--- src/rtl/lane_object_row.sv ---
// Purpose : one traffic/log lane of NUM_OBJ moving sprites with per-pixel hit test and sprite-RAM address.
// Latency : is_obj/hit_any/read_addr one Clk after DrawX/DrawY; wrap_pulse one Clk after the wrapping frame edge.
// Backpressure : none; free-running pixel pipeline. Optional LANE_COLLIDE_EN adds frog ports and the collide flag.
module lane_object_row #(
   parameter int NUM_OBJ   = 4,
   parameter int OBJ_W     = 56,
   parameter int OBJ_H     = 28,
   parameter int X_MIN     = 124,
   parameter int X_MAX     = 544,
   parameter int FRAC_BITS = 4,
   parameter int ADDR_W    = 19
) (
   input  logic                  Clk,
   input  logic                  Reset,
   input  logic                  frame_clk_rising_edge,
   input  logic                  load_level,
   input  logic                  pause,
   input  logic                  direction,
   input  logic [9:0]            speed,
   input  logic [9:0]            row_y,
   input  logic [NUM_OBJ-1:0]    obj_en,
   input  logic [NUM_OBJ*10-1:0] offsets,
   input  logic [9:0]            DrawX,
   input  logic [9:0]            DrawY,
`ifdef LANE_COLLIDE_EN
   input  logic [9:0]            frog_x,
   input  logic [9:0]            frog_y,
   input  logic [5:0]            frog_sz,
`endif
   output logic [NUM_OBJ-1:0]    is_obj,
   output logic                  hit_any,
   output logic [ADDR_W-1:0]     read_addr,
   output logic [NUM_OBJ-1:0]    wrap_pulse,
   output logic                  collide
);

   localparam int PW = 12 + FRAC_BITS;

   localparam logic signed [11:0] W12     = 12'(OBJ_W);
   localparam logic signed [11:0] XMIN12  = 12'(X_MIN);
   localparam logic signed [11:0] XMAX12  = 12'(X_MAX);
   localparam logic signed [11:0] XRWRAP  = 12'(X_MIN - OBJ_W);
   localparam logic signed [11:0] XLWRAP  = 12'(X_MAX + 1);
   localparam logic signed [12:0] W13     = 13'(OBJ_W);
   localparam logic signed [10:0] H11     = 11'(OBJ_H);
   localparam logic [ADDR_W-1:0]  OBJ_WA  = ADDR_W'(OBJ_W);
   localparam logic [ADDR_W-1:0]  ONE_A   = ADDR_W'(1);

   // Sprite position state: integer pixel X plus fractional part.
   logic signed [11:0]          x_q [NUM_OBJ];
   logic [FRAC_BITS-1:0]        f_q [NUM_OBJ];
   logic signed [11:0]          x_n [NUM_OBJ];
   logic [FRAC_BITS-1:0]        f_n [NUM_OBJ];
   logic signed [PW-1:0]        pos_sum [NUM_OBJ];
   logic [NUM_OBJ-1:0]          wrap_n;
   logic signed [PW-1:0]        step;
   logic                        load_q;
   logic                        reload;
   logic                        move;

   logic signed [12:0]          dx [NUM_OBJ];
   logic signed [10:0]          dy;
   logic [NUM_OBJ-1:0]          hit;
   logic signed [12:0]          dx_sel;
   logic [ADDR_W-1:0]           dxa;
   logic [ADDR_W-1:0]           dya;
   logic [ADDR_W-1:0]           addr_n;

   assign step   = $signed({{(PW-10){1'b0}}, speed});
   assign reload = Reset | load_q;
   // A raw load strobe also blocks motion so a coincident frame edge never moves the lane.
   assign move   = frame_clk_rising_edge & ~pause & (speed != 10'd0) & ~load_level;

   // Delay the level strobe one cycle so offsets and row_y have settled before reload.
   always_ff @(posedge Clk) begin
      if (Reset) load_q <= 1'b0;
      else       load_q <= load_level;
   end

   // Next position per sprite: wrap (checked on the current position) replaces the step.
   always_comb begin
      wrap_n = '0;
      for (int i = 0; i < NUM_OBJ; i++) begin
         x_n[i]     = x_q[i];
         f_n[i]     = f_q[i];
         pos_sum[i] = direction ? ($signed({x_q[i], f_q[i]}) + step)
                                : ($signed({x_q[i], f_q[i]}) - step);
         if (move && obj_en[i]) begin
            if (!direction && (x_q[i] + W12 <= XMIN12)) begin
               x_n[i]    = XLWRAP;
               f_n[i]    = '0;
               wrap_n[i] = 1'b1;
            end else if (direction && (x_q[i] > XMAX12)) begin
               x_n[i]    = XRWRAP;
               f_n[i]    = '0;
               wrap_n[i] = 1'b1;
            end else begin
               x_n[i] = pos_sum[i][PW-1:FRAC_BITS];
               f_n[i] = pos_sum[i][FRAC_BITS-1:0];
            end
         end
      end
   end

   // Pixel hit test against every sprite box; the lowest-index hit supplies the RAM address.
   always_comb begin
      dy     = $signed({1'b0, DrawY}) - $signed({1'b0, row_y});
      dx_sel = '0;
      for (int i = 0; i < NUM_OBJ; i++) begin
         dx[i]  = $signed({3'b000, DrawX}) - $signed({x_q[i][11], x_q[i]});
         hit[i] = obj_en[i] && (dx[i] >= 0) && (dx[i] < W13) && (dy >= 0) && (dy < H11);
      end
      for (int i = NUM_OBJ - 1; i >= 0; i--) begin
         if (hit[i]) dx_sel = dx[i];
      end
      dxa = ADDR_W'(dx_sel);
      dya = ADDR_W'(dy);
      if (!(|hit))       addr_n = '0;
      else if (direction) addr_n = OBJ_WA * (dya + ONE_A) - ONE_A - dxa;
      else                addr_n = OBJ_WA * dya + dxa;
   end

   // Position update and registered pixel outputs; reload restores start offsets and clears outputs.
   always_ff @(posedge Clk) begin
      if (reload) begin
         for (int i = 0; i < NUM_OBJ; i++) begin
            x_q[i] <= XMIN12 + $signed({2'b00, offsets[10*i +: 10]});
            f_q[i] <= '0;
         end
         is_obj     <= '0;
         hit_any    <= 1'b0;
         read_addr  <= '0;
         wrap_pulse <= '0;
      end else begin
         for (int i = 0; i < NUM_OBJ; i++) begin
            x_q[i] <= x_n[i];
            f_q[i] <= f_n[i];
         end
         is_obj     <= hit;
         hit_any    <= |hit;
         read_addr  <= addr_n;
         wrap_pulse <= wrap_n;
      end
   end

`ifdef LANE_COLLIDE_EN
   logic [NUM_OBJ-1:0] ovl;
   logic signed [12:0] fx, fy, fs, ry;

   // Strict box overlap between each enabled sprite and the frog.
   always_comb begin
      fx = $signed({3'b000, frog_x});
      fy = $signed({3'b000, frog_y});
      fs = $signed({7'b0000000, frog_sz});
      ry = $signed({3'b000, row_y});
      for (int i = 0; i < NUM_OBJ; i++) begin
         ovl[i] = obj_en[i]
                  && ($signed({x_q[i][11], x_q[i]}) < fx + fs)
                  && (fx < $signed({x_q[i][11], x_q[i]}) + W13)
                  && (ry < fy + fs)
                  && (fy < ry + 13'(OBJ_H));
      end
   end

   // Collision flag is sampled once per frame and held until the next edge.
   always_ff @(posedge Clk) begin
      if (reload)                                    collide <= 1'b0;
      else if (frame_clk_rising_edge && !load_level) collide <= |ovl;
   end
`else
   assign collide = 1'b0;
`endif

endmodule

--- config.mk ---
export PLATFORM = sky130hd
export DESIGN_NAME = lane_object_row
export DESIGN_NICKNAME = d
export VERILOG_FILES = /design/src/rtl/lane_object_row.sv
export SDC_FILE = /design/constraint.sdc
export NUM_CORES = 1
export LEC_CHECK = 0
export CORE_ASPECT_RATIO = 1.2
export CORE_UTILIZATION = 60
export CTS_BUF_LIST = sky130_fd_sc_hd__clkbuf_8
export CTS_CLUSTER_SIZE = 40
export DETAILED_ROUTE_END_ITERATION = 8
export GPL_ROUTABILITY_DRIVEN = 1
export PLACE_DENSITY = 0.88
export SYNTH_ARGS = -nofsm -noshare
export SYNTH_HDL_FRONTEND = slang
export SYNTH_SLANG_ARGS = --single-unit
--- constraint.sdc ---
create_clock -name Clk -period 15.2 [get_ports Clk]
set_input_delay 3.8 -clock Clk [delete_from_list [all_inputs] [get_ports Clk]]
set_output_delay 3.8 -clock Clk [all_outputs]
set_load 0.1 [all_outputs]
; Yosys cells after proc, flatten, opt, wreduce, memory -nomap -nowiden
; Memory sizes are Yosys's and may differ from the RTL's.
; Index checks and enable logic that the tools add are counted.
[word_totals]
word_cells = 162
reg_bits = 29
inputBits = 90
ram_bits = 64
output_inout_bits = 29
memories = 2
[classes]
multipliers = 2
n_addsub = 25
muxes = 52
reduce_logical = 36
n_lt_le_gt_ge = 18
bitwise_logic = 19
[mem_list]
columns = memory, words, width, rd, rd_clocked_by_memory_dff, wr, line
row1 = x_q, 4, 12, 4, 0, 4, 50  ; logic signed [11:0] x_q [NUM_OBJ];
row2 = f_q, 4, 4, 4, 0, 4, 51  ; logic [FRAC_BITS-1:0] f_q [NUM_OBJ];
[ops]
columns = op, n
row1 = $mux 12, 16
row2 = $add 16x11->16, 4
row3 = $mux 16, 4
row4 = $mux 4, 16
row5 = $sub 16x11->16, 4
row6 = $ge 13x1->1 const B, 4
row7 = $lt 13x7->1 const B, 4
row8 = $mux 13, 4
row9 = $sub 11x12->13, 4
row10 = $add 12x7->12 const B, 4
row11 = $gt 12x11->1 const B, 4
row12 = $le 12x8->1 const B, 4
row13 = $add 7x10->11 const A, 4
row14 = $mul 3x19->16 const A, 2
row15 = $logic_and 1x1->1, 28
row16 = $add 19x19->19, 1
row17 = $mux 19, 1
row18 = $sub 19x1->19 const B, 1
row19 = $sub 19x19->19, 1
row20 = $add 11x2->12 const B, 1
row21 = $ge 11x1->1 const B, 1
row22 = $lt 11x6->1 const B, 1
row23 = $mux 1, 11
row24 = $sub 10x10->11, 1
row25 = other kinds (7), 27

; Logic depth before layout (Yosys ltp)
; Gate-level depths: netlist (run 1).
; An unclocked memory read counts as a cell.
[depth]
ltp_word = 13
ltp_mapped = 34
ltp_nobuf = 34

; Worst setup path before layout (run 1)
; OpenSTA, ideal clock, no wires.
[synth_path]
kind = input to register
start = in row_y[1]
end = reg read_addr[18]
path_stages = 30
arrival_time_ps = 9641
path_slack_ps = 5473
setup_time_ps = 86
path_buffers = 1
required_time_ps = 15114
path_cell_list = inv_1 ha_1 nor2b_1 o21ai_0 a21boi_0 o21ai_0 a21oi_1 o21a_1 nor2_1 inv_1 ha_1 inv_1 o211ai_1 a31oi_1 nand3_1 o21ai_1 o21ai_0 nor4_2 buf_2 inv_2 mux2_2 ha_1 a21o_1 a21oi_1 nor2_1 a311o_1 a311oi_1 o21ai_0 a2111o_1 a221oi_2
[synth_between]
elab_chain_cells = 10
word_cells_on_any_way = 25
cone_classes = add/sub: 5 / mul: 2 / order compare: 2 / mux: 5 / bitwise: 1 / reduce/logical: 10
[synth_lines]
columns = item, line
row1 = start: declaration, 20  ; input logic [9:0] row_y,
row2 = $sub 10x10->11 *, 107  ; dy = $signed({1'b0, DrawY}) - $signed({1'b0, row_y});
row3 = "parallel branches: the longest is 9 deep, another holds $mul 3x19->16", n/a
row4 = end signal: assignment, 141  ; read_addr <= addr_n;
row5 = end: declaration, 32  ; output logic [ADDR_W-1:0] read_addr,
; Mark *: on every way between the ends.
; A chain may end at the register's enable or synchronous reset.

; Worst setup path in the final report (run 1)
; Ends and elaborated chain as after synthesis.

==> flow_summary.yaml, run 1 <==
status:
  status: "completed"
clock_network:
  cts.sinks: 93
  cts_made_buffers: 9
  clockBufferDepth: 2
  cts_tree: "done"
  cts_resized: 0
  clkTransAtPathRegs_ps: 120
  post-cts-setup-buffers: 0
  hold_buffers: 0
  cts_max_level: 3
  clk_latency_ps: 410
  cts-root-buf: "clkbuf_8"
yosys:
  netlist_area_um2: 13300
  synth-seq-cells: 93
  synth.avg_cell_area_um2: 8.01
  synth_edf_count: 44
  netlist_instances: 1657
  synth_xor_area_frac: 0.103
  synth_cell_types: 84
  synth_warnings: 0
  synthAdderAreaFrac: 0.213
  synth.top_cells.by_count: "183 x ha_1, 143 x inv_1, 134 x nor2_1"
  async_reset_ff_frac: 0
  synth_top_cell_area_share: 0.173
  ys_seq_area_frac: 0.174
  synthMostInstantiatedCell: "ha_1"
  synth_area_leaders: "ha_1 17%, edfxtp_1 10%, dfxtp_1 7.4%"
  yosysTopAreaCell: "ha_1"
  synth_top_family_by_area: "compound AO/OA/AOI/OAI gates"
  synth_compound_area_frac: 0.247
  synth-simple-area-share: 0.194
  ys.flop_type: "dfxtp_1"
  synth_mux_area_frac: 0.0174
timing:
  post-route-period-util: 0.715
  clock_skew_ps: 28.3
  hold_viol_final: 0
  rsz0062_at_grt: "false"
  fin_setup_tns_ps: 0
  fmax_ghz: 0.0920
  period_minus_slack_ps: 10870
  setup_violations: 0
  tightest_slew_ps: 999
  maxSlewHeadroom: 0.332
  drv_slew: 0
floorplan:
  die_area_um2: 22700
  die_h_um: 165
  die_w_um: 138
  rows: 59
  initial_core_util: 0.611
  io_pins: 119
  core-area_um2: 21700
cells_and_area:
  final_util: 0.689
  multi_input_area_um2: 10300
  final_nets: 2074
  syn_to_final_growth_pct: 12.7
  drive_above_1_share: 0.0393
  diodes: 0
  num-fill-cells: 1811
  final_cells: 2053
  seq_area_um2: 2300
hold_path:
  min_from: "f_q[3][3]$_SDFFE_PN0P_"
  min_to: "f_q[3][3]$_SDFFE_PN0P_"
  min_path_type: "register to register"
  holdPathStages: 2
worst_setup_path:
  r2r-start: "x_q[1][0]$_DFFE_PP_"
  crit_fanout: 11
  reg2regPathDepth: 22
  crit_required_ps: 15520
  arrival_ps: 11190
  end_kind: "register"
  path_class: "input pin to register"
  crit_buf_inv: 4
  reg2reg_to: "read_addr[18]$_SDFF_PP0_"
  reg2reg_slack_ps: 9100
  cp-start-kind: "input pin"
  crit_path_max_incr_delay_ps: 650
  slowest_stage: "nor4b_4"
  cp.depth: 31
  crit_family: "compound AO/OA/AOI/OAI gates"
global_routing:
  grt_antenna_before_repair: 0
  grtUsageMet2: 0.578
  grt_use_met3: 0.0638
  grt_first_pass_wirelength_um: 61100
  grt_remaining_overflow: 0
  grt_pass1_vias: 13000
  busiest_layer: "met2"
  grt_max_degree: 66
  grt_util_met1: 0.397
  track_usage: 0.342
place:
  dp_hpwl_um: 30200
  place_congestion: 0.946
  portBuffers: 117
  dp_cells: 2037
route:
  routed_wl_um: 38400
  first_pass_iters: 5
  via_count: 13200
  drc: 0
  antenna_left: 0
  routed_via_density: 6.45
  routedWlPerCell_um: 18.7
  drt_iter0_drc: 1055
pwr:
  max-vdd-ir-drop_mv: 0.141
  power_density_nw_per_um2: 141
  p_leak_nw: 6.37
flow_run:
  maxCapViolCount: 0
## cells by family after synthesis
group                    count (synthesis)
buffers and inverters                  179
flip-flops                              93
AO/OA/AOI/OAI                          496
multiplexers                            22
XOR/XNOR                               156
AND/OR/NAND/NOR                        499
adder cells (fa/ha/maj)                210
other                                    2
## metrics by stage
stage	hold WS, ps	total power [mW]	worst slack (ps)	area, um2
detailed placement	454	1.86	3990	14700
floorplan	432	1.54	5470	13300
CTS	476	2.07	4390	15000
global route	501	2.28	3440	15000
finish	474	2.11	4330	15000
global placement	443	1.81	4340	14700
## worst register-to-register path, stage by stage (launching register included)
cell and delay, ps:
edfxtp_1 510, ha_1 260, fa_1 400, nor2b_1 180, o21a_1 130, nor2_1 40
xnor2_1 190, and3_1 240, or4_4 540, nor4b_4 600, o21ai_1 190, mux2i_1 390
ha_1 310, a21o_1 160, a21oi_1 200, nor3b_1 320, o31a_1 230, a31oi_1 130
nor4_1 320, o21bai_1 120, a21oi_1 180, xnor2_1 110, a221oi_2 270
## cell usage in the layout (no fill, tap or decap), types with 8 or more instances in the layout
cell / n
ha_1: 183
inv_1: 144
nor2_1: 133
a21oi_1: 118
clkdlybuf4s50_1: 116
o21ai_0: 101
nand2_1: 92
xnor2_1: 90
xor2_1: 66
nor3_1: 52
dfxtp_1: 49
nand3_1: 44
edfxtp_1: 44
a21o_1: 38
o22ai_1: 35
nor2b_1: 34
nand2b_1: 27
fa_1: 27
o21a_1: 23
a211oi_1: 21
conb_1: 19
or3_1: 15
a31oi_1: 15
or2_2: 15
mux2i_1: 14
o211ai_1: 13
o31ai_1: 12
nor4_1: 11
nor3b_1: 11
and3_1: 10
and2_1: 10
o21bai_1: 9
o21ai_1: 9
o31a_1: 9
a311oi_1: 9
clkbuf_8: 9
a21boi_0: 8
mux2_2: 8
nand3b_1: 8
a22o_1: 8
## layer usage
| layer | share of wire | vias to the layer above |
|---|---|---|
| met5 | 0 | - |
| met4 | 0.058 | 0 |
| met3 | 0.082 | 172 |
| met2 | 0.47 | 646 |
| met1 | 0.39 | 6126 |
| li1 | - | 6292 |
## state kept, by name, indices dropped and copies added, names as in the netlist
signal      cells
x_q            48
f_q            16
wrap_pulse      4
read_addr      19
is_obj          4
load_q          1
hit_any         1
## power breakdown
part / internal, mW / switching (mW)
logic: 0.688 / 0.910
clock network: 0.0940 / 0.107
registers: 0.280 / 0.0280
total: 1.06 / 1.05
## how the worst max path moves through the flow
stage | from | endpoint | slack (ps)
3_5_place_dp | row_y[1] | read_addr[18]$_SDFF_PP0_ | 3990
2_1_floorplan | row_y[1] | read_addr[18]$_SDFF_PP0_ | 5470
4_1_cts | row_y[1] | read_addr[18]$_SDFF_PP0_ | 4390
3_3_place_gp | row_y[1] | read_addr[18]$_SDFF_PP0_ | 4340
5_1_grt | row_y[1] | read_addr[18]$_SDFF_PP0_ | 3440
6_report | row_y[1] | read_addr[18]$_SDFF_PP0_ | 4330
## layout make-up
class                   instances  area share
clock buffers                   9     0.00828
clock inverters                 7     0.00661
inverters                     147      0.0369
multi-input cells            1402       0.691
flip-flops and latches         93       0.154
well taps                     274      0.0229
repair buffers                121      0.0800
Power figures use the tool's default switching activity.
==> inputs of run 2 (changes only) <==
==> constraint.sdc (replaced) <==
create_clock -name Clk -period 10.29 [get_ports Clk]
set_input_delay 2.5725 -clock Clk [delete_from_list [all_inputs] [get_ports Clk]]
set_output_delay 2.5725 -clock Clk [all_outputs]
set_load 0.1 [all_outputs]
==> run 2 against run 1 <==
  * Combinational power grew 48%
  * Register-to-register slack lost 5100 ps
  * First-iteration DRC count grew 10%
  * Die area is the same
  * Routed wire length grew 0.59%
  * Core utilization grew 0.069 points
  * Cell count is essentially flat
  * Non-clock buffer count grew 2
  * Clock skew grew 5.5 ps
  * Critical endpoint unchanged
  * Clock power grew 49%
  * Hold slack gained 14 ps
  * Via count grew 0.60%
==> flow_summary.yaml, run 2 (synthesis gave the netlist of run 1 again) <==
cells_and_area:
  final_nets: 2076
  syn_to_final_growth_pct: 12.8
  multi_input_area_um2: 10300
  diodes: 0
  top_register: "x_q"
  reg_top3: "x_q x48, read_addr x19, f_q x16"
  largest_register_ffs: 48
  final_common_cell: "ha_1"
  seq_area_um2: 2300
  final_cell_mix: "183 x ha_1, 144 x inv_1, 133 x nor2_1"
  drive_above_1_share: 0.0404
  num-fill-cells: 1793
worst_setup_path:
  end_kind: "register"
  crit_family: "compound AO/OA/AOI/OAI gates"
  reg2reg_to: "read_addr[18]$_SDFF_PP0_"
  cp.depth: 32
  crit_fanout: 11
  crit_buf_inv: 5
  arrival_ps: 9750
  reg2regPathDepth: 22
  crit_end: "read_addr[18]$_SDFF_PP0_"
  cp-start-kind: "input pin"
  slowest_stage: "nor4b_4"
  path_class: "input pin to register"
  startpoint: "row_y[1]"
  crit_required_ps: 10620
  reg2reg_slack_ps: 3990
  crit_path_max_incr_delay_ps: 630
  r2r-start: "x_q[1][0]$_DFFE_PP_"
clock_network:
  cts_made_buffers: 9
  hold_buffers: 0
  cts_max_level: 3
  cts_tree: "done"
  clk_latency_ps: 420
  clockBufferDepth: 2
  cts.sinks: 93
  post-cts-setup-buffers: 0
  cts-root-buf: "clkbuf_8"
  cts_resized: 0
  clkTransAtPathRegs_ps: 110
floorplan:
  core-area_um2: 21700
  die_w_um: 138
  die_area_um2: 22700
  rows: 59
  io_pins: 119
  die_h_um: 165
  initial_core_util: 0.611
route:
  via_count: 13300
  drt_iter0_drc: 1161
  routed_wl_um: 38600
  routed_via_density: 6.48
  first_pass_iters: 6
  drc: 0
  wl_met2_um: 18400
  drt-met1-wl_um: 15000
  routedWlPerCell_um: 18.8
  top_layer: "met4"
  antenna_left: 0
  dr_wl_met3_um: 3200
flow_run:
  maxCapViolCount: 0
place:
  pre_cts_slack_ps: 501
  portBuffers: 117
  place_congestion: 0.963
  dp_hpwl_um: 30000
global_routing:
  grt_pass1_vias: 12800
  track_usage: 0.347
  grt_remaining_overflow: 0
  grt_max_degree: 66
  grt_antenna_before_repair: 0
  grt_first_pass_wirelength_um: 61700
timing:
  tightest_slew_ps: 1050
  drv_slew: 0
  maxSlewHeadroom: 0.297
  period_minus_slack_ps: 9430
  layout_setup_ws_ps: 864
  clock_skew_ps: 33.8
  post-route-period-util: 0.916
  fin_setup_tns_ps: 0
  rsz0062_at_grt: "false"
  fmax_ghz: 0.106
  timing.hold.ws_ps: 488
  hold_viol_final: 0
  setup_violations: 0
pwr:
  p_comb_frac: 0.758
  p_leak_nw: 6.38
  internal_power_mw: 1.57
  max-vdd-ir-drop_mv: 0.186
  clkPwrFrac: 0.096
  swShare: 0.497
  power_density_nw_per_um2: 209
  switchingPower_mw: 1.55
  p_seq_frac: 0.146
status:
  status: "completed"
hold_path:
  min_path_type: "register to register"
  min_from: "f_q[1][2]$_SDFFE_PN0P_"
run 2: worst min-delay path by stage:
| stage | endpoint | slack (ps) | cells past startpoint |
|---|---|---|---|
| 2_1_floorplan | f_q[0][2]$_SDFFE_PN0P_ | 430 | 2 |
| 3_3_place_gp | f_q[3][2]$_SDFFE_PN0P_ | 440 | 2 |
| 5_1_grt | f_q[2][2]$_SDFFE_PN0P_ | 520 | 2 |
| 6_report | f_q[1][2]$_SDFFE_PN0P_ | 490 | 2 |
| 4_1_cts | f_q[1][2]$_SDFFE_PN0P_ | 480 | 2 |
| 3_5_place_dp | f_q[3][3]$_SDFFE_PN0P_ | 460 | 2 |
run 2: layout make-up:
cell class	instances	share of cell area
Clock buffer	9	0.00827
Clock inverter	7	0.00660
Inverter	147	0.0369
Multi-Input combinational cell	1402	0.691
Sequential cell	93	0.154
Tap cell	274	0.0229
Timing Repair Buffer	123	0.0809
run 2: through the flow:
step	cells	power (mW)	util	cell area (um2)
finish	2055	3.12	0.690	15000
global route	2055	3.37	0.690	15000
CTS	2055	3.06	0.690	15000
detailed placement	2039	2.75	0.680	14700
global placement	2039	2.66	0.680	14700
floorplan	1674	2.28	-	13300
run 2: worst min-delay path: cells and delay by family (launching register included):
kind,cells,cell delay (ps)
flip-flops,1,330
AO/OA/AOI/OAI,1,70
AND/OR/NAND/NOR,1,50
run 2: power by group through the flow:
stage	logic [mW]	registers [mW]	clock network [mW]
6_report	2.37	0.456	0.300
5_1_grt	2.60	0.459	0.310
4_1_cts	2.31	0.452	0.296
3_5_place_dp	2.29	0.461	0
3_3_place_gp	2.20	0.460	0
2_1_floorplan	1.84	0.440	0
run 2: metal layers:
layer | track usage | vias up
met1 | 0.408 | 6215
met3 | 0.0586 | 162
met2 | 0.595 | 661
li1 | - | 6277
met4 | 0.192 | 0
met5 | 0 | -
==> inputs of run 3 (changes only) <==
--- a/config.mk
+++ b/config.mk
@@ -5,7 +5,7 @@
 export SDC_FILE = /design/constraint.sdc
 export NUM_CORES = 1
 export LEC_CHECK = 0
-export CORE_ASPECT_RATIO = 1.2
+export CORE_ASPECT_RATIO = 1.25
 export CORE_UTILIZATION = 60
 export CTS_BUF_LIST = sky130_fd_sc_hd__clkbuf_8
 export CTS_CLUSTER_SIZE = 40
==> run 3 against run 2 <==
  * Sequential share of layout area about the same
  * Fmax is 1.2% lower
  * Hold slack got worse by 8.4 ps
  * Final area about the same
  * Worst setup slack worse by 110 ps
  * Critical path depth unchanged
  * Total power decreased by 1.4%
  * Core utilization grew 0.27 points
  * First-iteration DRC count fell by 16%
  * Global-route usage is 0.75 points lower
  * Register-to-register slack got worse by 60 ps
  * Clock-buffer cell count up 1
==> flow_summary.yaml, run 3 (synthesis gave the netlist of run 1 again) <==
route:
  via_count: 13200
  first_pass_iters: 6
  routed_wl_um: 38500
  drc: 0
  antenna_left: 0
  routedWlPerCell_um: 18.6
  routed_via_density: 6.42
  drt_iter0_drc: 974
timing:
  period_minus_slack_ps: 9540
  post-route-period-util: 0.927
  hold_viol_final: 0
  fmax_ghz: 0.105
  fin_setup_tns_ps: 0
  rsz0062_at_grt: "false"
  layout_setup_ws_ps: 750
  tightest_slew_ps: 991
  maxSlewHeadroom: 0.337
  setup_violations: 0
  clock_skew_ps: 23.8
  drv_slew: 0
cells_and_area:
  syn_to_final_growth_pct: 12.9
  drive_above_1_share: 0.0431
  final_cell_mix: "183 x ha_1, 144 x inv_1, 133 x nor2_1"
  diodes: 0
  design_area_um2: 15000
  final_common_cell: "ha_1"
  largest_register_ffs: 48
  final_cells: 2064
  top_register: "x_q"
  final_nets: 2080
  seq_area_um2: 2300
  reg_top3: "x_q x48, read_addr x19, f_q x16"
  num-fill-cells: 1817
  multi_input_area_um2: 10300
pwr:
  p_leak_nw: 6.38
  design_power_total_mw: 3.08
  max-vdd-ir-drop_mv: 0.195
  power_density_nw_per_um2: 206
floorplan:
  io_pins: 119
  core-area_um2: 21600
  initial_core_util: 0.614
  die_w_um: 135
  rows: 60
  die_h_um: 168
  die_area_um2: 22700
worst_setup_path:
  crit_family: "compound AO/OA/AOI/OAI gates"
  cp-start-kind: "input pin"
  crit_path_max_incr_delay_ps: 510
  slowest_stage: "clkdlybuf4s50_1"
  end_kind: "register"
  path_class: "input pin to register"
  crit_required_ps: 10600
  crit_buf_inv: 4
  arrival_ps: 9850
  crit_fanout: 7
hold_path:
  min_path_type: "register to register"
global_routing:
  grt_remaining_overflow: 0
  grt_first_pass_wirelength_um: 61600
  grt_max_degree: 66
  grt_pass1_vias: 13100
  track_usage: 0.340
  grt_antenna_before_repair: 0
status:
  status: "completed"
place:
  pre_cts_slack_ps: 263
  dp_cells: 2045
  portBuffers: 117
  place_congestion: 0.970
  dp_hpwl_um: 30200
  place_area_um2: 14800
clock_network:
  cts_tree: "done"
  clkTransAtPathRegs_ps: 110
  hold_buffers: 0
  clockBufferDepth: 2
  cts_max_level: 3
  clk_latency_ps: 400
  cts-root-buf: "clkbuf_8"
  cts.sinks: 93
  cts_made_buffers: 9
flow_run:
  maxCapViolCount: 0
[run 3: changes by cell type in the layout (fill, tap and decap cells not counted), moves of 2 or more]
| cell | delta |
|---|---|
| buf_4 | +4 |
| bufinv_16 | -2 |
| clkinv_4 | -2 |
| inv_6 | +2 |
[run 3: worst reg2reg max path, delay by kind of cell (launching register included)]
kind / cells / cell delay [ps]
muxes: 1 / 200
xor gates and xnor gates: 2 / 450
and+or+nand+nor: 6 / 1750
adders and majority gates: 3 / 1010
AOI/OAI and AO/OA: 11 / 2320
DFF: 1 / 530
[run 3: area by class of cell]
type | instances | area share
clock inverters | 6 | 0.00309
multi-input cells | 1402 | 0.691
repair buffers | 127 | 0.0829
inverters | 147 | 0.0369
clock buffers | 10 | 0.00919
well taps | 279 | 0.0233
flip-flops and latches | 93 | 0.154
[run 3: path summary, 6_finish.rpt]
kind                           from                  endpoint  slack, ps  cells past startpoint
max                        row_y[1]  read_addr[18]$_SDFF_PP0_        750                     32
min reg2reg  f_q[1][2]$_SDFFE_PN0P_    f_q[1][2]$_SDFFE_PN0P_        480                      2
min          f_q[1][2]$_SDFFE_PN0P_    f_q[1][2]$_SDFFE_PN0P_        480                      2
max reg2reg     x_q[2][0]$_DFFE_PP_  read_addr[18]$_SDFF_PP0_       3930                     23
[run 3: routing by layer]
metal	global-route usage	wire [um]	vias up
met3	0.0527	2930	167
met1	0.397	14900	6162
li1	-	-	6288
met5	0	0	-
met4	0.219	2440	0
met2	0.575	18200	627
[run 3: stage by stage]
step / util / hold slack (ps)
global placement: 0.683 / 442
floorplan: - / 432
finish: 0.693 / 480
CTS: 0.691 / 482
detailed placement: 0.683 / 459
global route: 0.693 / 495
[run 3: report_power, final]
part / leakage (nW) / switching, mW / internal [mW]
Sequential: 0.858 / 0.0386 / 0.414
Combinational: 5.43 / 1.35 / 1.02
Clock: 0.0955 / 0.158 / 0.0976
[run 3: what timing repair did]
item / in CTS / in global routing
endpoints found under the setup margin: 0 / 1
buffers inserted: 0 / 3
resized for setup: 0 / 1
endpoints found under the hold margin: 0 / 0
==> RTL edit: new RTL, flow settings as in run 3 <==
Register the inputs `pause`, `direction`, `speed`, `offsets`, `DrawX` and `DrawY` before use, without a reset. The logic sees them one clock later. The other inputs are not delayed to match. Comments in the files are not updated.
--- a/src/rtl/lane_object_row.sv
+++ b/src/rtl/lane_object_row.sv
@@ -47,4 +47,20 @@
    localparam logic [ADDR_W-1:0]  ONE_A   = ADDR_W'(1);
 
+   logic pause_q;
+   logic direction_q;
+   logic [9:0] speed_q;
+   logic [NUM_OBJ*10-1:0] offsets_q;
+   logic [9:0] DrawX_q;
+   logic [9:0] DrawY_q;
+
+   always_ff @(posedge Clk) begin
+      pause_q     <= pause;
+      direction_q <= direction;
+      speed_q     <= speed;
+      offsets_q   <= offsets;
+      DrawX_q     <= DrawX;
+      DrawY_q     <= DrawY;
+   end
+
    // Sprite position state: integer pixel X plus fractional part.
    logic signed [11:0]          x_q [NUM_OBJ];
@@ -67,8 +83,8 @@
    logic [ADDR_W-1:0]           addr_n;
 
-   assign step   = $signed({{(PW-10){1'b0}}, speed});
+   assign step   = $signed({{(PW-10){1'b0}}, speed_q});
    assign reload = Reset | load_q;
    // A raw load strobe also blocks motion so a coincident frame edge never moves the lane.
-   assign move   = frame_clk_rising_edge & ~pause & (speed != 10'd0) & ~load_level;
+   assign move   = frame_clk_rising_edge & ~pause_q & (speed_q != 10'd0) & ~load_level;
 
    // Delay the level strobe one cycle so offsets and row_y have settled before reload.
@@ -84,12 +100,12 @@
          x_n[i]     = x_q[i];
          f_n[i]     = f_q[i];
-         pos_sum[i] = direction ? ($signed({x_q[i], f_q[i]}) + step)
+         pos_sum[i] = direction_q ? ($signed({x_q[i], f_q[i]}) + step)
                                 : ($signed({x_q[i], f_q[i]}) - step);
          if (move && obj_en[i]) begin
-            if (!direction && (x_q[i] + W12 <= XMIN12)) begin
+            if (!direction_q && (x_q[i] + W12 <= XMIN12)) begin
                x_n[i]    = XLWRAP;
                f_n[i]    = '0;
                wrap_n[i] = 1'b1;
-            end else if (direction && (x_q[i] > XMAX12)) begin
+            end else if (direction_q && (x_q[i] > XMAX12)) begin
                x_n[i]    = XRWRAP;
                f_n[i]    = '0;
@@ -105,8 +121,8 @@
    // Pixel hit test against every sprite box; the lowest-index hit supplies the RAM address.
    always_comb begin
-      dy     = $signed({1'b0, DrawY}) - $signed({1'b0, row_y});
+      dy     = $signed({1'b0, DrawY_q}) - $signed({1'b0, row_y});
       dx_sel = '0;
       for (int i = 0; i < NUM_OBJ; i++) begin
-         dx[i]  = $signed({3'b000, DrawX}) - $signed({x_q[i][11], x_q[i]});
+         dx[i]  = $signed({3'b000, DrawX_q}) - $signed({x_q[i][11], x_q[i]});
          hit[i] = obj_en[i] && (dx[i] >= 0) && (dx[i] < W13) && (dy >= 0) && (dy < H11);
       end
@@ -117,5 +133,5 @@
       dya = ADDR_W'(dy);
       if (!(|hit))       addr_n = '0;
-      else if (direction) addr_n = OBJ_WA * (dya + ONE_A) - ONE_A - dxa;
+      else if (direction_q) addr_n = OBJ_WA * (dya + ONE_A) - ONE_A - dxa;
       else                addr_n = OBJ_WA * dya + dxa;
    end
@@ -125,5 +141,5 @@
       if (reload) begin
          for (int i = 0; i < NUM_OBJ; i++) begin
-            x_q[i] <= XMIN12 + $signed({2'b00, offsets[10*i +: 10]});
+            x_q[i] <= XMIN12 + $signed({2'b00, offsets_q[10*i +: 10]});
             f_q[i] <= '0;
          end
Check against the original RTL: not equivalent (Yosys sat finds a counterexample within 4 cycles, from zero or initial values and one cycle with Reset high).
==> RTL edit against run 3 <==
Non-clock buffer count decreased by 4. Worst setup slack improved by 0.13 ns. Total power increased by 13%. Largest power group unchanged. Sequential cell count increased by 72. Core utilization increased by 0.32 points. The run now ends with design-rule violations left. Routed wire length decreased by 1.6%. Final area increased by 6.7%. Synthesized area increased by 6.1%.
==> RTL edit: results (changes against run 3) <==
hold endpoint - f_q[0][2] (was f_q[1][2])
clk root buf - clkbuf_8 (unchanged)
Area contributors post-synth - dfxtp_1, ha_1, edfxtp_1 (was ha_1, edfxtp_1, dfxtp_1)
Top FF cell, synth - dfxtp_1 (unchanged)
sequential share of the synthesized area - 26.6% (was 17.4%)
R2R Path Start - DrawY_q[1] (was x_q[2][0])
Core Util, Final - 69.6% (was 69.3%)
WL met2 - 18.7 mm (was 18.2 mm)
final routed DRC violation total - 11 (was 0)
vias in the first global route - 12700 (was 13100)
post-route worst setup slack - 0.879 ns (was 0.750 ns)
max_cap viols - 0 (unchanged)
mux contribution to synthesized area - 1.05% (was 1.74%)
crit-path max FO - 14 (was 7)
worst endpoint data arrival time - 9.82 ns (was 9.85 ns)
top flop regs - x_q x48, offsets_q x40, read_addr x19 (was x_q x48, read_addr x19, f_q x16)
hold_sp - f_q[0][2] (was f_q[1][2])
syn avg cell area - 8.51 um^2 (was 8.01 um^2)
clock slew at reported path FFs - 0.09 ns (was 0.11 ns)
worst reg-to-reg path cell count - 30 (was 23)
Place WS - 0.432 ns (was 0.263 ns)
Synth area leader - dfxtp_1 (was ha_1)
worst hold slack - 0.472 ns (was 0.480 ns)
Adder-Cell Fraction of Synth Area - 20.1% (was 21.3%)
initial drt markers - 1249 (was 974)
largest net degree at the start of global routing - 60 (was 66)
gr usage total - 31.6% (was 34.0%)
Crit path max-delay family - simple AND/OR/NAND/NOR gates (was compound AO/OA/AOI/OAI gates)
CP max stage delay - 0.84 ns (was 0.51 ns)
number of vias per cell - 6.26 (was 6.42)
Clock Skew - 0.0167 ns (was 0.0238 ns)
met1 WL - 14.5 mm (was 14.9 mm)
r2r setup slk - 3.23 ns (was 3.93 ns)
met3 routed WL - 2.57 mm (was 2.93 mm)
failing checks - design-rule violations
fin cells - 2088 (was 2064)
GP Congestion - 0.939 (was 0.970)
Slowest cell on crit path - or4b_1 (was clkdlybuf4s50_1)
clk_lat worst skew - 0.49 ns (was 0.40 ns)
DP HPWL - 28.9 mm (was 30.2 mm)
status - complete, but fails checks (was finished, final reports clean)
DP Area - 15600 um^2 (was 14800 um^2)
Peak VDD IR - 0.294 mV (was 0.195 mV)
H-tree depth - 4 (was 3)
compound-gate portion of the synthesized area - 20.6% (was 24.7%)
global-route wire length before repair - 60.7 mm (was 61.6 mm)
library cells used by synthesis - 79 (was 84)
LEAKAGE - 0.00692 uW (was 0.00638 uW)
synth cell count leaders - ha_1, nor2_1, inv_1 (was ha_1, inv_1, nor2_1)
router iterations before antenna repair - 9 (was 6)
XOR/XNOR share of the synthesized area - 9.96% (was 10.3%)
fraction of layout cells with a size suffix above 1 - 3.44% (was 4.31%)
routed length per instance - 18.1 um (was 18.6 um)
total CTS buffers - 17 (was 9)
Relative slew margins - 23.7% (was 33.7%)
-- RTL edit: changes by cell type after synthesis, moves of 8 or more --
cell     before  now
a21oi_1     118  129
nor2b_1      34   25
dfxtp_1      49  121
o22ai_1      35   27
nor3_1       52   61
nor2_1      134  149
or3_1        15    7
or2_2        15    6
o21ai_0     101   65
-- RTL edit: power breakdown --
part / switching [uW] / total (uW) / internal, uW
Combinational: 1290 / 2250 / 961
Sequential: 61.2 / 772 / 711
Clock: 271 / 471 / 200
-- RTL edit: layout make-up --
cell class / instances / area [um^2]
Fill cell: 1722 / 6990
Timing Repair Buffer: 123 / 1220
Multi-Input combinational cell: 1338 / 9750
Sequential cell: 165 / 3740
Inverter: 142 / 533
Clock buffer: 18 / 248
Tap cell: 288 / 360
Clock inverter: 14 / 128
-- RTL edit: routing by layer --
layer / vias up / GRT usage (%)
li1: 6204 / -
met1: 6091 / 35.2
met2: 605 / 55.9
met3: 179 / 5.06
met4: 0 / 20.0
met5: - / 0
